**src/rtl/wifire_tx.sv**
```systemverilog
// wifire_tx: IEEE 802.15.4 transmit framer.
// Host software loads an MPDU into a 32-bit frame buffer, sets the PSDU length
// and starts the frame over the settings bus. The block then streams 4-bit
// symbols to the O-QPSK modulator in this order: preamble, SFD, length byte,
// MPDU, and a CRC-16/KERMIT FCS. Every byte is sent low nibble first.
// irq_done_o is a level interrupt raised when a frame completes.
module wifire_tx #(
    parameter int BASE     = 16,
    parameter int BUF_AW   = 5,
    parameter int PRE_SYMS = 8
) (
    input  logic              dsp_clk,
    input  logic              reset,
    input  logic              set_stb,
    input  logic [7:0]        set_addr,
    input  logic [31:0]       set_data,
    input  logic              buf_we_i,
    input  logic [BUF_AW-1:0] buf_adr_i,
    input  logic [31:0]       buf_dat_i,
    output logic [3:0]        tx_sym_o,
    output logic              tx_sym_stb_o,
    input  logic              tx_sym_rdy_i,
    output logic              tx_busy_o,
    output logic              irq_done_o
);

    localparam logic [7:0]        ADDR_START = 8'(BASE);
    localparam logic [7:0]        ADDR_LEN   = 8'(BASE + 1);
    localparam logic [7:0]        ADDR_CLR   = 8'(BASE + 2);
    localparam logic [7:0]        ADDR_ABORT = 8'(BASE + 3);
    localparam logic [6:0]        PRE_LAST   = 7'(PRE_SYMS - 1);
    localparam logic [BUF_AW+1:0] IDX_ONE    = (BUF_AW + 2)'(1);

    typedef enum logic [2:0] {
        ST_IDLE, ST_PRE, ST_SFD, ST_LEN, ST_PSDU, ST_FCS, ST_DONE
    } state_t;

    // One reflected CRC-16 (poly 0x8408) step over a whole byte.
    function automatic logic [15:0] crc16_byte(input logic [15:0] crc, input logic [7:0] b);
        logic [15:0] c;
        c = crc ^ {8'h00, b};
        for (int k = 0; k < 8; k++) begin
            c = c[0] ? ((c >> 1) ^ 16'h8408) : (c >> 1);
        end
        return c;
    endfunction

    state_t            state_q, state_d;
    logic [6:0]        cnt_q, cnt_d;          // preamble count / PSDU bytes left / FCS byte select
    logic              lo_q, lo_d;            // current symbol is the low nibble of cur_byte
    logic [7:0]        cur_byte_q, cur_byte_d;
    logic [BUF_AW+1:0] fetch_idx_q, fetch_idx_d;  // next MPDU byte to load
    logic [15:0]       crc_q, crc_d;
    logic [6:0]        len_q, len_d;          // host-visible length register
    logic [6:0]        frame_len_q, frame_len_d;  // length latched at start
    logic [3:0]        sym_q, sym_d;
    logic              stb_q, stb_d;
    logic              busy_q, busy_d;
    logic              irq_q, irq_d;

    logic [31:0] buf_mem [2**BUF_AW];
    logic [31:0] rd_word_q;
    logic [7:0]  rd_byte;
    logic [7:0]  next_byte;
    logic        load_byte;

    logic start_wr, len_wr, clr_wr, abort_wr, xfer;
    logic unused_data;

    assign start_wr    = set_stb && (set_addr == ADDR_START);
    assign len_wr      = set_stb && (set_addr == ADDR_LEN);
    assign clr_wr      = set_stb && (set_addr == ADDR_CLR);
    assign abort_wr    = set_stb && (set_addr == ADDR_ABORT);
    assign xfer        = stb_q && tx_sym_rdy_i;
    assign unused_data = ^set_data[31:7];

    // Frame buffer: host writes are dropped while a frame is in flight; the
    // word holding fetch_idx is read every cycle so the next byte is always ready.
    // NOTE: memory arrays carry no reset; their contents are defined only by writes.
    always_ff @(posedge dsp_clk) begin
        if (buf_we_i && !busy_q) begin
            buf_mem[buf_adr_i] <= buf_dat_i;
        end
        rd_word_q <= buf_mem[fetch_idx_q[BUF_AW+1:2]];
    end

    // Pick the byte lane of the prefetched word (little-endian packing).
    always_comb begin
        rd_byte = rd_word_q[7:0];
        case (fetch_idx_q[1:0])
            2'd1:    rd_byte = rd_word_q[15:8];
            2'd2:    rd_byte = rd_word_q[23:16];
            2'd3:    rd_byte = rd_word_q[31:24];
            default: rd_byte = rd_word_q[7:0];
        endcase
    end

    // Next-state logic: settings decode, symbol sequencing, CRC and interrupt.
    always_comb begin
        // NOTE: every signal gets a default first, so no path can infer a latch.
        state_d     = state_q;
        cnt_d       = cnt_q;
        lo_d        = lo_q;
        cur_byte_d  = cur_byte_q;
        fetch_idx_d = fetch_idx_q;
        crc_d       = crc_q;
        len_d       = len_q;
        frame_len_d = frame_len_q;
        sym_d       = sym_q;
        stb_d       = stb_q;
        busy_d      = busy_q;
        irq_d       = irq_q;
        next_byte   = 8'h00;
        load_byte   = 1'b0;

        if (len_wr) len_d = set_data[6:0];
        if (clr_wr) irq_d = 1'b0;

        if (abort_wr && state_q != ST_IDLE) begin
            state_d = ST_IDLE;
            stb_d   = 1'b0;
            busy_d  = 1'b0;
        end else begin
            case (state_q)
                ST_IDLE: begin
                    if (start_wr && len_q >= 7'd3) begin
                        state_d     = ST_PRE;
                        cnt_d       = 7'd0;
                        frame_len_d = len_q;
                        fetch_idx_d = '0;
                        crc_d       = 16'h0000;
                        irq_d       = 1'b0;
                        busy_d      = 1'b1;
                        stb_d       = 1'b1;
                        sym_d       = 4'h0;
                    end
                end
                ST_PRE: begin
                    if (xfer) begin
                        if (cnt_q == PRE_LAST) begin
                            state_d   = ST_SFD;
                            next_byte = 8'hA7;
                            load_byte = 1'b1;
                        end else begin
                            cnt_d = cnt_q + 7'd1;
                        end
                    end
                end
                ST_SFD, ST_LEN, ST_PSDU, ST_FCS: begin
                    if (xfer && lo_q) begin
                        sym_d = cur_byte_q[7:4];
                        lo_d  = 1'b0;
                    end else if (xfer) begin
                        case (state_q)
                            ST_SFD: begin
                                state_d   = ST_LEN;
                                next_byte = {1'b0, frame_len_q};
                                load_byte = 1'b1;
                            end
                            ST_LEN: begin
                                state_d     = ST_PSDU;
                                next_byte   = rd_byte;
                                load_byte   = 1'b1;
                                crc_d       = crc16_byte(crc_q, rd_byte);
                                fetch_idx_d = fetch_idx_q + IDX_ONE;
                                cnt_d       = frame_len_q - 7'd3;
                            end
                            ST_PSDU: begin
                                if (cnt_q != 7'd0) begin
                                    next_byte   = rd_byte;
                                    load_byte   = 1'b1;
                                    crc_d       = crc16_byte(crc_q, rd_byte);
                                    fetch_idx_d = fetch_idx_q + IDX_ONE;
                                    cnt_d       = cnt_q - 7'd1;
                                end else begin
                                    state_d   = ST_FCS;
                                    next_byte = crc_q[7:0];
                                    load_byte = 1'b1;
                                    cnt_d     = 7'd0;
                                end
                            end
                            ST_FCS: begin
                                if (cnt_q == 7'd0) begin
                                    next_byte = crc_q[15:8];
                                    load_byte = 1'b1;
                                    cnt_d     = 7'd1;
                                end else begin
                                    state_d = ST_DONE;
                                    stb_d   = 1'b0;
                                end
                            end
                            default: ;
                        endcase
                    end
                end
                ST_DONE: begin
                    // Setting the interrupt here overrides a simultaneous clear write.
                    irq_d   = 1'b1;
                    busy_d  = 1'b0;
                    state_d = ST_IDLE;
                end
                default: state_d = ST_IDLE;
            endcase

            if (load_byte) begin
                cur_byte_d = next_byte;
                sym_d      = next_byte[3:0];
                lo_d       = 1'b1;
            end
        end
    end

    // State and registered outputs.
    // NOTE: sequential state uses non-blocking assignments so all flops update together.
    always_ff @(posedge dsp_clk or negedge reset) begin
        if (!reset) begin
            state_q     <= ST_IDLE;
            cnt_q       <= 7'd0;
            lo_q        <= 1'b0;
            cur_byte_q  <= 8'h00;
            fetch_idx_q <= '0;
            crc_q       <= 16'h0000;
            len_q       <= 7'd0;
            frame_len_q <= 7'd0;
            sym_q       <= 4'h0;
            stb_q       <= 1'b0;
            busy_q      <= 1'b0;
            irq_q       <= 1'b0;
        end else begin
            state_q     <= state_d;
            cnt_q       <= cnt_d;
            lo_q        <= lo_d;
            cur_byte_q  <= cur_byte_d;
            fetch_idx_q <= fetch_idx_d;
            crc_q       <= crc_d;
            len_q       <= len_d;
            frame_len_q <= frame_len_d;
            sym_q       <= sym_d;
            stb_q       <= stb_d;
            busy_q      <= busy_d;
            irq_q       <= irq_d;
        end
    end

    assign tx_sym_o     = sym_q;
    assign tx_sym_stb_o = stb_q;
    assign tx_busy_o    = busy_q;
    assign irq_done_o   = irq_q;

endmodule

```
**config.mk**
```make
export PLATFORM = sky130hd
export DESIGN_NAME = wifire_tx
export DESIGN_NICKNAME = d
export VERILOG_FILES = /design/src/rtl/wifire_tx.sv
export SDC_FILE = /design/constraint.sdc
export NUM_CORES = 1
export LEC_CHECK = 0
export CORE_MARGIN = 5
export CORE_UTILIZATION = 50
export DETAILED_ROUTE_END_ITERATION = 10
export PLACE_DENSITY = 0.72
export SYNTH_ARGS = -nofsm -noshare
export SYNTH_HDL_FRONTEND = slang
export SYNTH_SLANG_ARGS = --single-unit
```
**constraint.sdc**
```tcl
create_clock -name dsp_clk -period 7.6 [get_ports dsp_clk]
set_input_delay 0.76 -clock dsp_clk [delete_from_list [all_inputs] [get_ports dsp_clk]]
set_output_delay 0.76 -clock dsp_clk [all_outputs]
set_load 0.01 [all_outputs]
```
==> run summary, run 1 <==
The insertion delay of the later-clocked pin in the worst-skew pair came out at 0.69 ns. Netlist area before placement: 0.0435 mm². The die footprint came out at 0.0930 mm². The combinational family with the most area after synthesis is multiplexers.

The run gives 0 as the total count of hold-check failures in the final report. The fraction of the mapped netlist area in adder cells was 0.00201; the mux cell area share after synthesis was 0.180. Setup violations remaining at the end of the flow were counted as 0. The floorplan step defined a core boundary enclosing 0.0865 mm².

In this run the remaining antenna-violating nets after routing total 0. The data required time at the worst endpoint was 8.17 ns; the weighted congestion reported at the end of routability-driven placement was 0.890. The tools report the starting density of the core as 0.503. The transition time at the pin with the least slew margin was 1.14 ns. Post-route clock skew: 0.0423 ns. Setup repair after global routing left no endpoint under its margin. The most used flip-flop cell after synthesis is sky130_fd_sc_hd__edfxtp_1. In the layout the commonest cells are sky130_fd_sc_hd__edfxtp_1 (1024), sky130_fd_sc_hd__mux4_2 (320), sky130_fd_sc_hd__clkbuf_16 (110). The worst setup path is launched from a register.

The run finished with clean final reports. The setup check on the worst reg-to-reg path leaves a slack of 4.27 ns. The worst setup path is captured at a register. The area fraction in and, or, nand and nor cells after synthesis works out to 0.0213.

The cell sitting at the root of the clock tree is a sky130_fd_sc_hd__clkbuf_16. The share of synthesized flip-flops with an asynchronous set or reset is 0.0529. In this run the horizontal extent of the chip is 305 µm.

The number of setup buffers added after CTS was 0; the overall die height was 305 µm. The tools report the placed wire-length estimate as 51400 µm. The most common cell after layout, fill and taps aside is sky130_fd_sc_hd__edfxtp_1. For the hold buffer count at CTS, the log shows 0.

The most critical setup path has its startpoint at fetch_idx_q[3]$_DFFE_PN0P_. The power density over the cells was 249 mW/mm²; the number of ports placed on the die boundary was 89. The fraction of the yosys area taken by sequential cells was 0.756; the final clock period utilization by the worst path was 0.438. The logs give 0.239 for the relative slew slack and 3.90 ns for the critical path data arrival time. Counting every instance in the synthesized netlist gives 1963. The critical path ends at rd_word_q[16]$_DFF_P_.

After filler insertion, the fill cell instance count of the layout stands at 6192. The total global routing track utilization came out at 0.206. The worst register-to-register path ends at rd_word_q[16]$_DFF_P_.

Entering global routing, the biggest net connects 138 pins. Buffers inserted during clock tree synthesis total 108. The clock period could shrink to 3.33 ns. Before antenna repair, the detailed router went through 6 iterations. After clock tree synthesis, the repair step resized 0 gates. The tools report the max-slew violation total from the final report as 0.

The clock passes through at most 3 buffers. The run gives 0 as the number of max-cap violations. The run gives 0 as the detailed-route DRC error count. Share of post-route cells with drive strength above 1: 0.290. TritonCTS built the clock tree. The worst setup path is of the register to register kind. Synthesis inferred 1115 register bits. The number of rows in the core area is 108, and the average via count per standard cell is 6.20. The H-tree generated during clock tree synthesis spans 3 levels. For the final routed database, the setup TNS stands at 0 ns. The area fraction in compound gates after synthesis was 0.0214; the number of global-route vias before repair was 21100. The number of nets in the synthesized netlist was 2052; the leakage component of the power was 15.1 nW.

Across the whole layout, storage elements account for 0.0329 mm². The largest stage delay on the critical path was 1.01 ns. The maximum fanout along the worst path was 63; the final antenna diode count was 0.

The routed wire length was 96200 µm. The post-synthesis share of cell area spent on xor and xnor gates is 0.00659. For the global-route wire length before repair, the log shows 142000 µm.

The startpoint identified for the worst register-to-register timing path is fetch_idx_q[3]$_DFFE_PN0P_. The multi-input combinational cells in the finished layout cover a total of 0.0103 mm². Achievable clock frequency: 0.300 GHz. In this run the worst hold path is classified as input pin to async pin. The first routing iteration left 2682 violations.

Across the VDD grid, the largest voltage drop is 183 µV. Dividing the detail-routed wire length by the instance count gives 29.0 µm. Area growth from synthesis to final layout: 13.0%.

The signal on the critical path passes through buf_4 -> mux4_2 -> mux4_2 -> mux2_2. The total congestion overflow came out at 0. On the final layout, the worst hold slack is 0.258 ns.

The final layout contains 2166 nets. The number of clock sinks was 1115; the clock edge transition at the registers on the reported setup and hold paths was 0.06 ns. The number of unique standard cell types used by synthesis was 74; the count of port buffers added during placement was 63.

The count of flip-flops with a built-in enable after synthesis is 1024. Library cell contributing the largest single delay on the critical path: sky130_fd_sc_hd__dfrtp_4. For this block, the via count after detailed routing is 20600.

For the worst flop-to-flop path, the logic depth is 4. The tools report the number of antenna violations at the first check in global routing as 0. Among the stages of the critical path, the cell type that occurs most often is sky130_fd_sc_hd__mux4_2. The synthesized area divided by synthesized cell count is 22.2 µm², and the count of warnings emitted by yosys is 0.
[power by group]
part | leakage (nW) | switching (mW) | internal, mW
clock network | 1.69 | 2.25 | 2.92
registers | 10.3 | 0.0168 | 6.71
logic | 3.17 | 0.234 | 0.118
total | 15.1 | 2.50 | 9.75
[metrics by stage]
step | util | setup slack [ns] | instances | power (mW) | instance area, µm²
2_1_floorplan | - | 4.36 | 1963 | 7.02 | 43500
3_3_place_gp | 0.528 | 3.73 | 3122 | 7.17 | 45700
3_5_place_dp | 0.528 | 3.69 | 3122 | 7.20 | 45700
4_1_cts | 0.568 | 4.24 | 3322 | 12.3 | 49100
5_1_grt | 0.568 | 4.12 | 3322 | 12.6 | 49100
6_report | 0.568 | 4.27 | 3322 | 12.2 | 49100
[synth_stat cells, drive strengths merged, types with 3 or more instances]
library cell | count | area, µm²
mux2i | 9 | 90.1
a222oi | 8 | 80.1
xnor2 | 17 | 164
and3 | 4 | 25.0
nand3 | 9 | 45.0
nand2 | 64 | 240
inv | 16 | 60.1
o31ai | 16 | 134
dfrtp | 59 | 1480
or4 | 3 | 22.5
dfxtp | 32 | 641
or3b | 4 | 35.0
nor2b | 3 | 18.8
or3 | 8 | 50.1
nand3b | 3 | 22.5
a21oi | 20 | 104
a2bb2oi | 3 | 26.3
nor3b | 6 | 55.1
buf | 50 | 305
nand2b | 3 | 18.8
a31oi | 4 | 25.0
nor4b | 3 | 26.3
ha | 7 | 87.6
mux2 | 46 | 518
mux4 | 320 | 7210
a22oi | 6 | 45.0
edfxtp | 1024 | 30700
a22o | 11 | 96.3
nor2 | 56 | 210
nor3 | 9 | 55.1
a221oi | 3 | 26.3
clkbuf | 55 | 206
a32oi | 6 | 52.6
o21ai | 28 | 155
xor2 | 14 | 123
[cell families after synthesis]
kind of cell               Yosys count
DFF                               1115
AOI/OAI and AO/OA                  126
adders and majority gates            7
xor gates and xnor gates            31
and+or+nand+nor                    188
muxes                              375
buffers and inverters              121
[routing by layer]
| layer | global-route usage | vias up | wire length, µm |
|---|---|---|---|
| li1 | - | 8485 | - |
| met1 | 0.291 | 10900 | 37500 |
| met2 | 0.342 | 1023 | 48400 |
| met3 | 0.0319 | 183 | 7840 |
| met4 | 0.0530 | 0 | 2440 |
| met5 | 0 | - | 0 |
[cell type report]
type,instances,share of cell area
clock buffer,152,0.0617
clock inverter,48,0.00863
tap,1155,0.0294
timing repair buffer,109,0.0203
multi-input combinational,727,0.209
sequential,1115,0.669
inverter,16,0.00122
[state kept, by name (all words and copies together) (netlist names)]
signal and flops:
buf_mem 1024, cnt_q 7, crc_q 16, cur_byte_q 4
fetch_idx_q 7, frame_len_q 7, irq_done_o 1, len_q 7
lo_q 1, rd_word_q 32, state_q 3, tx_busy_o 1
tx_sym_o 4, tx_sym_stb_o 1
[worst max-delay path, delay by kind of cell, from the launching register on]
kind / cells / cell delay, ns
mux: 3 / 1.23
flops: 1 / 1.01
buf+inv: 1 / 0.82
[how the worst min path moves through the flow]
| stage | endpoint | start |
|---|---|---|
| floorplan | cnt_q[0]$_DFFE_PN0P_ | reset |
| global placement | frame_len_q[3]$_DFFE_PN0P_ | len_q[3]$_DFFE_PN0P_ |
| detailed placement | cur_byte_q[4]$_DFFE_PN0P_ | cur_byte_q[4]$_DFFE_PN0P_ |
| CTS | fetch_idx_q[1]$_DFFE_PN0P_ | reset |
| global route | crc_q[7]$_DFFE_PN0P_ | reset |
| finish | fetch_idx_q[1]$_DFFE_PN0P_ | reset |
Note: power is estimated with default switching activity, not from simulation.
==> inputs of run 2 (changes only) <==
- clock period: 7.6 -> 3.4 ns (I/O delays scaled with it)
==> run 2 against run 1 <==
  * First-iteration DRC count shrank 11%
  * Critical path depth grew 4
  * Clock skew shrank 0.016 ns
  * Sequential power grew 120%
  * Die area is the same
  * Combinational power grew 130%
  * Power grew 120%
  * Via count grew 1.9%
==> run summary, run 2 (synthesized netlist as in run 1, its figures left out) <==
The buffer and inverter count on the worst path was 1 (unchanged); the placeable core region was 0.0865 mm² (unchanged). The logs give 54900 µm (was 51400 µm) for the placed wire-length estimate and 21000 (was 20600) for the total vias in the final route. The flip-flop count of the largest register, all copies and words added is 1024 (unchanged).

The sort of element at the end of the critical path was a register (unchanged). Portion of total power attributed to the clock network: 0.423 (was 0.422). The startpoint of the worst-slack reg-to-reg timing path was fetch_idx_q[0]$_DFFE_PN0P_ (was fetch_idx_q[3]$_DFFE_PN0P_). The tools report the number of setup buffers added after CTS as 0 (unchanged).

The largest stage delay on the critical path is 0.60 ns (was 1.01 ns). The tools report the end of the worst register-to-register path as crc_q[9]$_DFFE_PN0P_ (was rd_word_q[16]$_DFF_P_). Detailed-route DRC error count: 0 (unchanged). The achievable clock frequency came out at 0.340 GHz (was 0.300 GHz). The post-detailed-route wirelength per cell came out at 29.3 µm (was 29.0 µm). The number of buffers created by CTS is 107 (was 108). The combinational group share of total power was 0.029 (about the same). The cell count of the worst reg-to-reg path was 8 (was 4); the number of max-cap violations was 0 (unchanged). Largest registers: buf_mem: 1024 flops, rd_word_q: 32 flops, crc_q: 16 flops (unchanged). The largest buffer count on any clock path came out at 3 (unchanged). The tools report the area occupied by registers as 0.0329 mm² (unchanged). The run gives 0.69 ns (about the same) as the insertion delay of the later-clocked pin in the worst-skew pair. The count of port buffers added during placement works out to 63 (unchanged). The internal cell power is 21.9 mW (was 9.75 mW). Cells along the critical path: inv_1 -> ha_1 -> a222oi_1 -> mux2i_1 -> xnor2_2 -> xnor2_1 -> xor2_1 -> a22o_1 (was buf_4 -> mux4_2 -> mux4_2 -> mux2_2). The clock edge transition at the registers on the reported setup and hold paths works out to 0.06 ns (about the same). The cell chosen for the clock root is sky130_fd_sc_hd__clkbuf_16 (unchanged). For the final antenna diode count, the log shows 0 (unchanged). The total count of hold-check failures in the final report was 0 (unchanged). The tools report the critical path startpoint category as a register (unchanged). The overall die height came out at 305 µm (unchanged). For the leakage component of the power, the log shows 15.4 nW (was 15.1 nW). The share of post-route cells with drive strength above 1 is 0.300 (was 0.290), and the power density over the cells is 549 mW/mm² (was 249 mW/mm²).

The tools report the routing usage on met2 as 0.349 (was 0.342). Startpoint of the most critical setup path: fetch_idx_q[0]$_DFFE_PN0P_ (was fetch_idx_q[3]$_DFFE_PN0P_). The run gives 98600 µm (was 96200 µm) as the routed wire length. Most used routing layer: met2 (unchanged). The number of antenna violations at the first check in global routing is 0 (unchanged).

Most frequent cells in the layout: sky130_fd_sc_hd__edfxtp_1 (1024), sky130_fd_sc_hd__mux4_2 (320), sky130_fd_sc_hd__clkbuf_16 (108) (was sky130_fd_sc_hd__edfxtp_1 (1024), sky130_fd_sc_hd__mux4_2 (320), sky130_fd_sc_hd__clkbuf_16 (110)). The number of logic stages on the critical path including buffering is 8 (was 4). The most flop-heavy register is buf_mem (unchanged).

The share of total power consumed by net switching works out to 0.202 (was 0.204). The number of rows in the core area is 108 (unchanged), and the post-route minimum period is 2.94 ns (was 3.33 ns). The number of antenna-violating nets in the routed design was 0 (unchanged). The tools report the number of fill cells as 6111 (was 6192).

The total congestion overflow came out at 0 (unchanged). The data required time at the worst endpoint is 3.97 ns (was 8.17 ns), and the net load switching power is 5.54 mW (was 2.50 mW). The logs give 3 (unchanged) for the CTS H-tree depth and 1115 (unchanged) for the number of clock sinks.

The tools report the weighted congestion reported at the end of routability-driven placement as 0.870 (was 0.890). The tools report the number of gates given a new drive strength after cts as 0 (unchanged). Setup repair after global routing left no endpoint under its margin. Setup-violating endpoint count in the final report: 0 (unchanged).

The logs give 1 (was 0) for the hold buffer count at CTS and 89 (unchanged) for the number of ports placed on the die boundary. Most common cell after layout, fill and taps aside: sky130_fd_sc_hd__edfxtp_1 (unchanged). The area growth from synthesis to final layout is 14.8% (was 13.0%). Maximum fanout along the worst path: 8 (was 63). Relative slew slack: 0.209 (was 0.239). The run finished with clean final reports. The run gives 0.503 (unchanged) as the starting density of the core.

Capture point of the critical path: crc_q[9]$_DFFE_PN0P_ (was rd_word_q[16]$_DFF_P_). TritonCTS built the clock tree. The library cell contributing the largest single delay on the critical path was sky130_fd_sc_hd__a222oi_1 (was sky130_fd_sc_hd__dfrtp_4). The summed negative setup slack over all endpoints is 0 ns (unchanged), and the average via count per standard cell is 6.24 (was 6.20).

The global-route wire length before repair was 146000 µm (was 142000 µm). The critical setup path kind was register to register (unchanged). The width of the die was 305 µm (unchanged). The tools report the total global routing track utilization as 0.212 (was 0.206). The final net count is 2208 (was 2166), and the number of global-route vias before repair is 21600 (was 21100). The reg-to-reg setup timing slack is 0.46 ns (was 4.27 ns), and the critical path data arrival time is 3.51 ns (was 3.90 ns). The number of iterations in the first detailed-routing pass is 6 (unchanged), and the die footprint is 0.0930 mm² (unchanged).

The run gives 0.0103 mm² (unchanged) as the multi-input logic area. The tools report the area after detailed placement as 0.0464 mm² (was 0.0457 mm²). The logs give 418 µV (was 183 µV) for the worst voltage drop across the vdd grid and 0.0335 (was 0.0319) for the met3 layer usage reported by global route. Max-slew violation total from the final report: 0 (unchanged). The kind of cell adding the most delay to the critical path is compound AO/OA/AOI/OAI gates (was multiplexers). The path type of the worst min-delay path was input pin to async pin (unchanged). The portion of total power attributed to sequential cells came out at 0.548 (was 0.549).

The violation count after the first detailed-routing iteration is 2393 (was 2682), and the pin count of the biggest net entering global routing is 67 (was 138). The met1 track utilization from global routing is 0.298 (was 0.291). The post-route standard cell area excluding fillers is 0.0499 mm² (was 0.0491 mm²), and the final clock period utilization by the worst path is 0.865 (was 0.438).

The transition time at the pin with the least slew margin was 1.18 ns (was 1.14 ns); the post-route clock skew was 0.0267 ns (was 0.0423 ns).
[run 2: cell count changes in the layout (fill, tap and decap cells not counted), sizes merged]
cell,delta
clkinv,-4
clkbuf,+1
clkinvlp,-2
bufinv,+2
buf,+42
dlygate4sd3,+1
inv,+3
[run 2: power by group through the flow]
stage          clock network (mW)  registers (mW)  logic (mW)
5_1_grt                      12.4            15.0       0.855
3_3_place_gp                    0            15.3       0.737
4_1_cts                      11.8            15.0       0.780
2_1_floorplan                   0            15.3       0.405
6_report                     11.6            15.0       0.794
3_5_place_dp                    0            15.3       0.775
[run 2: cell type report]
type	instances	area share
clock buffers	153	0.0599
clock inverters	47	0.00930
inverters	16	0.00120
multi-input cells	727	0.206
flip-flops and latches	1115	0.659
well taps	1155	0.0290
repair buffers	152	0.0355
[run 2: worst min path at each step]
stage	to	slack (ns)
after detailed placement	tx_sym_o[3]$_DFFE_PN0P_	0.45
after CTS	len_q[5]$_DFFE_PN0P_	0.25
after global routing	len_q[5]$_DFFE_PN0P_	0.28
after global placement	tx_sym_o[2]$_DFFE_PN0P_	0.44
after floorplan	cnt_q[0]$_DFFE_PN0P_	0.04
final	cur_byte_q[4]$_DFFE_PN0P_	0.27
[run 2: layer usage]
metal  up-vias  routed length, µm
met5         -                  0
li1       8592                  -
met3       191               8070
met4         0               3150
met2      1000              49100
met1     11200              38300
[run 2: metrics by stage]
| step | hold slack, ns | total power [mW] | worst slack (ns) | util | std cells |
|---|---|---|---|---|---|
| floorplan | 0.0444 | 15.7 | 0.394 | - | 1963 |
| global placement | 0.437 | 16.1 | 0.603 | 0.537 | 3164 |
| detailed placement | 0.448 | 16.1 | 0.576 | 0.537 | 3164 |
| CTS | 0.251 | 27.6 | 0.552 | 0.577 | 3365 |
| global route | 0.284 | 28.3 | 0.343 | 0.577 | 3365 |
| finish | 0.270 | 27.4 | 0.457 | 0.577 | 3365 |
==> inputs of run 3 (changes only) <==
- PLACE_DENSITY: 0.72 -> 0.66
==> run 3 against run 2 <==
  * Critical path depth rose by 1
  * Clock-buffer cell count fell by 8
  * Routed wire length rose by 3.2%
  * Combinational power fell by 3.8%
  * Setup slack improved by 0.080 ns
  * Core utilization rose by 0.087 points
  * Clock power barely moved
  * First-iteration DRC count rose by 11%
  * Final area rose by 0.15%
  * Non-clock buffer count rose by 7
==> run summary, run 3 (synthesized netlist as in run 1, its figures left out) <==
The number of fill cells was 6199 (was 6111); the number of iterations in the first detailed-routing pass was 6 (unchanged). For the number of antenna-violating nets in the routed design, the log shows 0 (unchanged). The post-detailed-route wirelength per cell works out to 30.1 µm (was 29.3 µm).

Routed wire length: 102000 µm (was 98600 µm). The starting density of the core is 0.503 (unchanged), and the violation count after the first detailed-routing iteration is 2661 (was 2393). The run gives 0.349 GHz (was 0.340 GHz) as the achievable clock frequency. Clock edge transition at the registers on the reported setup and hold paths: 0.07 ns (was 0.06 ns). The post-route clock skew came out at 0.0276 ns (was 0.0267 ns). The logs give 0.831 (was 0.870) for the weighted congestion reported at the end of routability-driven placement and 0 (unchanged) for the number of setup buffers added after CTS.

Final clock period utilization by the worst path: 0.842 (was 0.865). The setup-violating endpoint count in the final report is 0 (unchanged). Library cell contributing the largest single delay on the critical path: sky130_fd_sc_hd__or3b_1 (was sky130_fd_sc_hd__a222oi_1). The summed negative setup slack over all endpoints was 0 ns (unchanged); the flip-flop count of the largest register, all copies and words added was 1024 (unchanged). Largest registers: buf_mem: 1024 flops, rd_word_q: 32 flops, crc_q: 16 flops (unchanged).

The critical path data arrival time is 3.40 ns (was 3.51 ns), and the transition time at the pin with the least slew margin is 1.14 ns (was 1.18 ns). The area growth from synthesis to final layout was 14.9% (was 14.8%). The most common cell after layout, fill and taps aside was sky130_fd_sc_hd__edfxtp_1 (unchanged). The tools report the total global routing track utilization as 0.220 (was 0.212). The tools report the leakage component of the power as 15.5 nW (was 15.4 nW).

The critical setup path kind is register to register (unchanged). The overall die height came out at 305 µm (unchanged). The most flop-heavy register was buf_mem (unchanged).

The tools report the die footprint as 0.0930 mm² (unchanged). The post-route minimum period is 2.86 ns (was 2.94 ns), and the buffer and inverter count on the worst path is 2 (was 1). Insertion delay of the later-clocked pin in the worst-skew pair: 0.67 ns (was 0.69 ns). Width of the die: 305 µm (unchanged).

The number of max-cap violations is 0 (unchanged), and the largest stage delay on the critical path is 0.50 ns (was 0.60 ns). For the final cell utilization of the core, the log shows 0.578 (was 0.577). The run gives 418 µV (about the same) as the worst voltage drop across the vdd grid.

TritonCTS built the clock tree. The placeable core region was 0.0865 mm² (unchanged); the max-slew violation total from the final report was 0 (unchanged). The number of clock sinks was 1115 (unchanged); the number of ports placed on the die boundary was 89 (unchanged).

Cells along the critical path: inv_1 -> ha_1 -> or3b_1 -> o21ai_1 -> a21boi_1 -> o211ai_1 -> buf_4 -> nor2_1 -> mux2_2 (was inv_1 -> ha_1 -> a222oi_1 -> mux2i_1 -> xnor2_2 -> xnor2_1 -> xor2_1 -> a22o_1). Most frequent cells in the layout: sky130_fd_sc_hd__edfxtp_1 (1024), sky130_fd_sc_hd__mux4_2 (320), sky130_fd_sc_hd__clkbuf_16 (110) (was sky130_fd_sc_hd__edfxtp_1 (1024), sky130_fd_sc_hd__mux4_2 (320), sky130_fd_sc_hd__clkbuf_16 (108)). Power density over the cells: 549 mW/mm² (about the same). Kind of cell adding the most delay to the critical path: simple AND/OR/NAND/NOR gates (was compound AO/OA/AOI/OAI gates). The average via count per standard cell was 6.20 (was 6.24); the detailed-route DRC error count was 0 (unchanged).

The cell chosen for the clock root is sky130_fd_sc_hd__clkbuf_16 (unchanged). The total vias in the final route is 20900 (was 21000). The logs give 149000 µm (was 146000 µm) for the global-route wire length before repair and 109 (was 107) for the number of buffers created by CTS.

The count of port buffers added during placement is 63 (unchanged). The number of rows in the core area is 108 (unchanged). The number of global-route vias before repair was 21500 (was 21600).

The logs give 0.236 (was 0.209) for the relative slew slack and 3.94 ns (was 3.97 ns) for the data required time at the worst endpoint. The path type of the worst min-delay path was input pin to async pin (unchanged). The maximum fanout along the worst path works out to 39 (was 8).

The number of antenna violations at the first check in global routing was 3 (was 0). The run gives 3 (unchanged) as the CTS H-tree depth. The total count of hold-check failures in the final report was 0 (unchanged). Setup repair after global routing left no endpoint under its margin. Share of post-route cells with drive strength above 1: 0.304 (was 0.300). The tools report the largest buffer count on any clock path as 3 (unchanged).

Sort of element at the end of the critical path: a register (unchanged). The logs give 60 (was 67) for the pin count of the biggest net entering global routing and 2217 (was 2208) for the final net count. The total congestion overflow was 0 (unchanged); the placed wire-length estimate was 57700 µm (was 54900 µm). The tools report the critical path startpoint category as a register (unchanged).

The run finished with clean final reports.
[run 3: cell types whose count changed in the layout (fill, tap and decap cells not counted), sizes merged]
cell	previous run	this run
diode	0	1
bufinv	6	8
clkbuf	153	145
clkinv	32	45
inv	22	20
buf	89	96
[run 3: cell type report]
type	count	area, µm²	area share
flip-flops and latches	1115	32900	0.658
multi-input cells	727	10300	0.206
clock buffers	145	2950	0.0591
repair buffers	159	1820	0.0365
well taps	1155	1450	0.0289
clock inverters	60	522	0.0104
inverters	16	60.1	0.00120
diodes	1	2.50	0.0000501
[run 3: final timing paths]
kind / from / end / slack, ns / cells after the start
max: cnt_q[0]$_DFFE_PN0P_ / fetch_idx_q[0]$_DFFE_PN0P_ / 0.54 / 9
min: reset / state_q[0]$_DFFE_PN0P_ / 0.28 / 2
max reg2reg: cnt_q[0]$_DFFE_PN0P_ / fetch_idx_q[0]$_DFFE_PN0P_ / 0.54 / 9
min reg2reg: len_q[1]$_DFFE_PN0P_ / frame_len_q[1]$_DFFE_PN0P_ / 0.50 / 2
max in group asynchronous: reset / len_q[1]$_DFFE_PN0P_ / 2.23 / 3
min in group dsp_clk: set_data[5] / len_q[5]$_DFFE_PN0P_ / 0.29 / 2
[run 3: where the power goes]
part           internal [mW]  total, mW  switching, mW
Clock                   6.71       11.6           4.93
Combinational          0.268      0.764          0.495
Sequential              15.0       15.0         0.0358
[run 3: metrics by stage]
step,power [mW],instances,hold slack (ns),setup slack (ns),instance area (µm²)
after floorplan,15.7,1963,0.0444,0.394,43500
after global placement,16.0,3171,0.394,0.325,46500
after detailed placement,16.1,3171,0.416,0.445,46500
after CTS,27.7,3377,0.252,0.567,50000
after global routing,28.3,3378,0.290,0.404,50000
final,27.4,3378,0.280,0.538,50000
[run 3: repair_timing]
item / CTS / global route
hold buffers: 1 / 0
hold endpoints to repair: 26 / 0
gates resized for setup: 0 / 0
setup endpoints to repair: 0 / 0
[run 3: metal layers]
layer / track usage / share of wire / up-vias / routed length [µm]
li1: - / - / 8635 / -
met1: 0.300 / 0.39 / 11300 / 39600
met2: 0.370 / 0.51 / 864 / 51800
met3: 0.0446 / 0.078 / 155 / 7950
met4: 0.0548 / 0.023 / 2 / 2380
met5: 0 / 0.00012 / - / 12
